$ cat config.mk
export PLATFORM = sky130hd
export DESIGN_NAME = lsu_mem_responder
export DESIGN_NICKNAME = d
export VERILOG_FILES = /design/src/rtl/controls.sv /design/src/rtl/lsu_align.sv /design/src/rtl/lsu_mem_responder.sv
export SDC_FILE = /design/constraint.sdc
export NUM_CORES = 1
export LEC_CHECK = 0
export CAP_MARGIN = 30
export CORE_ASPECT_RATIO = 1.4
export CORE_MARGIN = 2
export CORE_UTILIZATION = 25
export CTS_BUF_LIST = sky130_fd_sc_hd__clkbuf_8
export DETAILED_ROUTE_END_ITERATION = 8
export DONT_BUFFER_PORTS = 1
export GPL_ROUTABILITY_DRIVEN = 0
export PLACE_DENSITY = 0.47
export SLEW_MARGIN = 20
export SYNTH_ARGS = -nofsm -noshare
export SYNTH_HDL_FRONTEND = slang
export SYNTH_SLANG_ARGS = --single-unit
$ cat constraint.sdc
create_clock -name clk -period 3.96 [get_ports clk]
set_input_delay 0.99 -clock clk [delete_from_list [all_inputs] [get_ports clk]]
set_output_delay 0.99 -clock clk [all_outputs]
set_load 0.01 [all_outputs]
$ cat src/rtl/controls.sv
// Shared control encodings: memory command, LSU FSM states and funct3 size codes.
package controls;

    typedef enum logic [2:0] {
        MEM_NONE  = 3'b000,
        MEM_READ  = 3'b001,
        MEM_WRITE = 3'b010
    } mem_op;

    typedef enum logic [1:0] {
        IDLE  = 2'b00,
        LOAD  = 2'b01,
        MERGE = 2'b10
    } lsu_state_t;

    localparam logic [2:0] F3_B  = 3'b000;
    localparam logic [2:0] F3_H  = 3'b001;
    localparam logic [2:0] F3_W  = 3'b010;
    localparam logic [2:0] F3_BU = 3'b100;
    localparam logic [2:0] F3_HU = 3'b101;

endpackage

$ cat src/rtl/lsu_align.sv
// Lane extraction/extension for loads and lane merge for sub-word stores.
module lsu_align
    import controls::*;
(
    input  logic [31:0] word,
    input  logic [1:0]  off,
    input  logic [2:0]  funct3,
    input  logic [15:0] store_data,
    output logic [31:0] load_data,
    output logic [31:0] merge_data
);

    logic [7:0]  lane_b;
    logic [15:0] lane_h;

    // Pick the addressed lane, extend it, and build the read-modify-write word.
    always_comb begin
        lane_b = word[{off, 3'b000} +: 8];
        lane_h = word[{off[1], 4'b0000} +: 16];
        case (funct3)
            F3_B:    load_data = {{24{lane_b[7]}}, lane_b};
            F3_H:    load_data = {{16{lane_h[15]}}, lane_h};
            F3_W:    load_data = word;
            F3_BU:   load_data = {24'h0, lane_b};
            F3_HU:   load_data = {16'h0, lane_h};
            default: load_data = '0;
        endcase
        merge_data = word;
        if (funct3 == F3_B) begin
            merge_data[{off, 3'b000} +: 8] = store_data[7:0];
        end else if (funct3 == F3_H) begin
            merge_data[{off[1], 4'b0000} +: 16] = store_data;
        end
    end

endmodule

$ cat src/rtl/lsu_mem_responder.sv
// Memory-side responder: runs loads and stores against a word-wide synchronous RAM,
// stalling the core for loads and sub-word read-modify-write stores.
module lsu_mem_responder
    import controls::*;
#(
    parameter int unsigned ADDR_W = 10,
    parameter int unsigned XLEN   = 32
) (
    input  logic              clk,
    input  logic              rst_n,
    input  mem_op             mem_rdwr,
    input  logic [2:0]        funct3,
    input  logic [31:0]       addr,
    input  logic [XLEN-1:0]   wdata,
    output logic [XLEN-1:0]   rdata,
    output logic              stall,
    output logic              access_err,
    output logic              ram_en,
    output logic              ram_we,
    output logic [ADDR_W-1:0] ram_addr,
    output logic [XLEN-1:0]   ram_wdata,
    input  logic [XLEN-1:0]   ram_rdata
);

    lsu_state_t        state_q, state_d;
    logic [1:0]        off_q;
    logic [2:0]        f3_q;
    logic [15:0]       wd_q;
    logic [ADDR_W-1:0] addr_q;
    logic              capture;
    logic              is_read, is_write, f3_legal, misaligned, cmd_err;
    logic [31:0]       load_data, merge_data;

    // Upper address bits are deliberately dropped so addresses wrap.
    logic unused_addr;
    assign unused_addr = ^addr[31:ADDR_W+2];

    assign is_read  = (mem_rdwr == MEM_READ);
    assign is_write = (mem_rdwr == MEM_WRITE);

    // Decode funct3 legality and natural alignment of the incoming command.
    always_comb begin
        if (is_read) begin
            f3_legal = (funct3 == F3_B) || (funct3 == F3_H) || (funct3 == F3_W) ||
                       (funct3 == F3_BU) || (funct3 == F3_HU);
        end else begin
            f3_legal = (funct3 == F3_B) || (funct3 == F3_H) || (funct3 == F3_W);
        end
        misaligned = (((funct3 == F3_H) || (funct3 == F3_HU)) && addr[0]) ||
                     ((funct3 == F3_W) && (addr[1:0] != 2'b00));
        cmd_err    = !f3_legal || misaligned;
    end

    lsu_align u_align (
        .word       (ram_rdata),
        .off        (off_q),
        .funct3     (f3_q),
        .store_data (wd_q),
        .load_data  (load_data),
        .merge_data (merge_data)
    );

    // Next-state and output decode; everything is forced low while reset is held.
    always_comb begin
        state_d    = state_q;
        capture    = 1'b0;
        stall      = 1'b0;
        access_err = 1'b0;
        ram_en     = 1'b0;
        ram_we     = 1'b0;
        ram_addr   = addr_q;
        ram_wdata  = '0;
        rdata      = '0;
        unique case (state_q)
            IDLE: begin
                ram_addr = addr[ADDR_W+1:2];
                if (is_read || is_write) begin
                    if (cmd_err) begin
                        access_err = 1'b1;
                    end else begin
                        ram_en  = 1'b1;
                        capture = 1'b1;
                        if (is_read) begin
                            stall   = 1'b1;
                            state_d = LOAD;
                        end else if (funct3 == F3_W) begin
                            ram_we    = 1'b1;
                            ram_wdata = wdata;
                        end else begin
                            // Sub-word store: fetch the word now, merge next cycle.
                            stall   = 1'b1;
                            state_d = MERGE;
                        end
                    end
                end
            end
            LOAD: begin
                rdata   = load_data;
                state_d = IDLE;
            end
            MERGE: begin
                ram_en    = 1'b1;
                ram_we    = 1'b1;
                ram_wdata = merge_data;
                state_d   = IDLE;
            end
            default: state_d = IDLE;
        endcase
        if (!rst_n) begin
            capture    = 1'b0;
            stall      = 1'b0;
            access_err = 1'b0;
            ram_en     = 1'b0;
            ram_we     = 1'b0;
            ram_addr   = '0;
            ram_wdata  = '0;
            rdata      = '0;
        end
    end

    // FSM state register.
    always_ff @(posedge clk or negedge rst_n) begin
        if (!rst_n) begin
            state_q <= IDLE;
        end else begin
            state_q <= state_d;
        end
    end

    // Capture the command on acceptance; these copies drive LOAD/MERGE.
    always_ff @(posedge clk or negedge rst_n) begin
        if (!rst_n) begin
            off_q  <= '0;
            f3_q   <= '0;
            wd_q   <= '0;
            addr_q <= '0;
        end else if (capture) begin
            off_q  <= addr[1:0];
            f3_q   <= funct3;
            wd_q   <= wdata[15:0];
            addr_q <= addr[ADDR_W+1:2];
        end
    end

endmodule
==> flow_summary.json <==
{
  "rows": 52,
  "setup_viol": 0,
  "dieArea_mm2": 0.0160,
  "initial_core_util_pct": 25.7,
  "synthFlopType": "dfrtp_1",
  "numCtsBuffers": 5,
  "grt_setup_unrepaired": "no",
  "fp.coreArea_mm2": 0.0146,
  "ctsHoldBuffers": 0,
  "power_density_mw_per_mm2": 441,
  "worstPathMaxFanout": 16,
  "cts_num_sinks": 33,
  "worst_slack_ns": 0.347,
  "multi_input_area_mm2": 0.00268,
  "dp_hpwl_um": 11400,
  "clock_latency_ns": 0.29,
  "cts_root_buf": "clkbuf_8",
  "hold_path_class": "input pin to async pin",
  "final_util_pct": 29.1,
  "areaGrowthSynthToFinish_pct": 13.3,
  "start_kind": "flip-flop",
  "p_sw_share_pct": 46.6,
  "antenna_left": 0,
  "crit_required_ns": 2.97,
  "fin_tns_setup_ns": 0,
  "slew_viol_final": 0,
  "cp_cell_sequence": "buf_4, nor2_1, buf_4, o21ai_0, a211oi_1, a21o_1",
  "regArea_um2": 827,
  "synth.most_common_cell": "o21ai_0",
  "worstMarginPinSlew_ns": 0.897,
  "peakVddDrop_uv": 197,
  "synth_area_per_cell_um2": 8.03,
  "max_slew_margin_pct": 39.7,
  "critPathKind": "flip-flop to output pin",
  "yosysSeqAreaShare_pct": 22.1,
  "crit_path_end_kind": "output pin",
  "n_antenna_cell": 0,
  "synth.largest_area_cell": "dfrtp_1",
  "syn-num-nets": 575,
  "drt_first_pass_iters": 5,
  "finalHoldViolations": 0,
  "port_buffers": 0,
  "drt-wirelength-per-cell_um": 22.6,
  "synth_area_leaders": "dfrtp_1, mux2_2, a221oi_1",
  "cts_tree": "yes",
  "ys_ff_latch": 33,
  "die_h_um": 149,
  "synthArstFlopShare_pct": 100,
  "hold_ws_ns": 0.395,
  "arrival_ns": 2.62,
  "path_buf_inv": 2,
  "yosysTopAreaCellShare_pct": 22.1,
  "drive_gt1_share_pct": 21.8,
  "synth-edff-count": 0,
  "fmax_mhz": 277,
  "drt-vias-per-instance": 6.11,
  "antenna_found_initial": 0,
  "grt_max_degree": 48,
  "finalCritPeriodShare_pct": 91.2,
  "cts_max_level": 2,
  "grt_pass1_vias": 4034,
  "grt_pass1_wl_um": 22800,
  "drcViolationCount": 0,
  "synthTopCellsByCount": "o21ai_0, nand2_1, mux2_2, dfrtp_1",
  "cts_buffer_depth": 2,
  "ios": 182,
  "path_clk_slew_ns": 0.07,
  "post-place-ws_ns": 0.524,
  "cts_setup_buffers": 0,
  "p_clk_share_pct": 15.2,
  "overflow": 0,
  "crit_path_max_incr_delay_ns": 0.55,
  "ys_types": 46,
  "track_usage_pct": 18.2,
  "syn_area_mm2": 0.00374,
  "switchingPower_mw": 0.871,
  "drt_iter0_drc": 416,
  "final_nets": 585,
  "pwr-share-seq_pct": 32.8,
  "vias": 4070,
  "synth_cells": 466,
  "drv_cap": 0,
  "ys_warn_count": 0,
  "min_period_ns": 3.61,
  "crit_top_cell": "buf_4",
  "status": "complete, no violations",
  "internal-power_mw": 0.998,
  "path_delay_family": "compound AO/OA/AOI/OAI gates",
  "power.leakage_nw": 1.75,
  "final.setup_skew_ns": 0.00401,
  "fp.dieW_um": 107,
  "wl_um": 15100,
  "combPwrFrac_pct": 52.0,
  "fillers": 1601,
  "critPathSlowestCell": "dfrtp_1",
  "cts_resized": 0
}
==> path summary, 6_finish.rpt <==
kind                            start             to  slack [ns]  depth (start not counted)
setup / recovery              f3_q[1]  ram_wdata[24]        0.35                          6
setup reg to reg           state_q[0]       wd_q[11]        1.88                          5
hold / removal                  rst_n        wd_q[0]        0.40                          0
min in group clk            addr_q[9]      addr_q[9]        0.49                          1
hold reg to reg             addr_q[9]      addr_q[9]        0.49                          1
max in group asynchronous       rst_n       off_q[1]        3.47                          0
==> power by group through the flow <==
stage | Sequential [mW] | Combinational (mW) | Clock, mW
final | 0.613 | 0.972 | 0.284
after global routing | 0.631 | 1.06 | 0.310
after CTS | 0.611 | 0.965 | 0.298
after detailed placement | 0.618 | 0.962 | 0
after global placement | 0.612 | 0.934 | 0
after floorplan | 0.514 | 0.788 | 0
==> registers in the layout, summed over array words and instances (netlist names) <==
| register | cells |
|---|---|
| off_q | 2 |
| addr_q | 10 |
| f3_q | 3 |
| wd_q | 16 |
| state_q | 2 |
==> routing by layer <==
| metal | wire [µm] | GRT usage, % | part of all wire, % | up-vias |
|---|---|---|---|---|
| met5 | 0 | 0 | 0 | - |
| met4 | 456 | 7.50 | 3.0 | 0 |
| met3 | 1340 | 4.24 | 8.9 | 26 |
| met2 | 7440 | 31.1 | 49 | 212 |
| met1 | 5810 | 21.8 | 39 | 1981 |
| li1 | - | - | - | 1851 |
==> kinds of logic (layout without fill, tap and decap cells) <==
kind of cell / after synthesis / count (layout) / share of synthesized area (%)
adders and majority gates: 5 / 5 / 1.67
buffers and inverters: 53 / 64 / 6.45
AOI/OAI and AO/OA: 219 / 219 / 40.5
muxes: 41 / 41 / 12.6
xor gates and xnor gates: 1 / 1 / 0.234
DFF: 33 / 33 / 22.1
and+or+nand+nor: 114 / 114 / 16.5
==> worst register-to-register path: cells and delay by family, from the launching register on <==
| family | cells | cell delay (ns) |
|---|---|---|
| buffers and inverters | 1 | 0.41 |
| AOI/OAI and AO/OA | 1 | 0.22 |
| muxes | 1 | 0.40 |
| DFF | 1 | 0.44 |
| and+or+nand+nor | 2 | 0.50 |
==> placed cells by master, fill, tap and decap left out, drive strengths merged, types with 15 or more instances in the layout <==
cell type  netlist  final
or4             16     16
mux2            39     39
a221oi          31     31
nor2            20     20
buf             18     49
a211oi          32     32
dfrtp           33     33
a21o            31     31
a21oi           30     30
nand2b          18     18
nand2           37     37
o22ai           15     15
o21ai           49     49
==> final cells by class <==
cell class / instances / share of cell area, %
multi-input cells: 380 / 63.2
flip-flops and latches: 33 / 19.5
repair buffers: 49 / 8.68
well taps: 189 / 5.58
clock buffers: 7 / 2.27
inverters: 7 / 0.620
clock inverters: 1 / 0.118
==> per-stage QoR <==
step / area [µm²] / instances / power [mW]
floorplan: 3740 / 466 / 1.30
global placement: 4140 / 658 / 1.55
detailed placement: 4140 / 658 / 1.58
CTS: 4240 / 666 / 1.87
global route: 4240 / 666 / 2.00
finish: 4240 / 666 / 1.87
No activity file was read; power rests on OpenSTA's default activity.
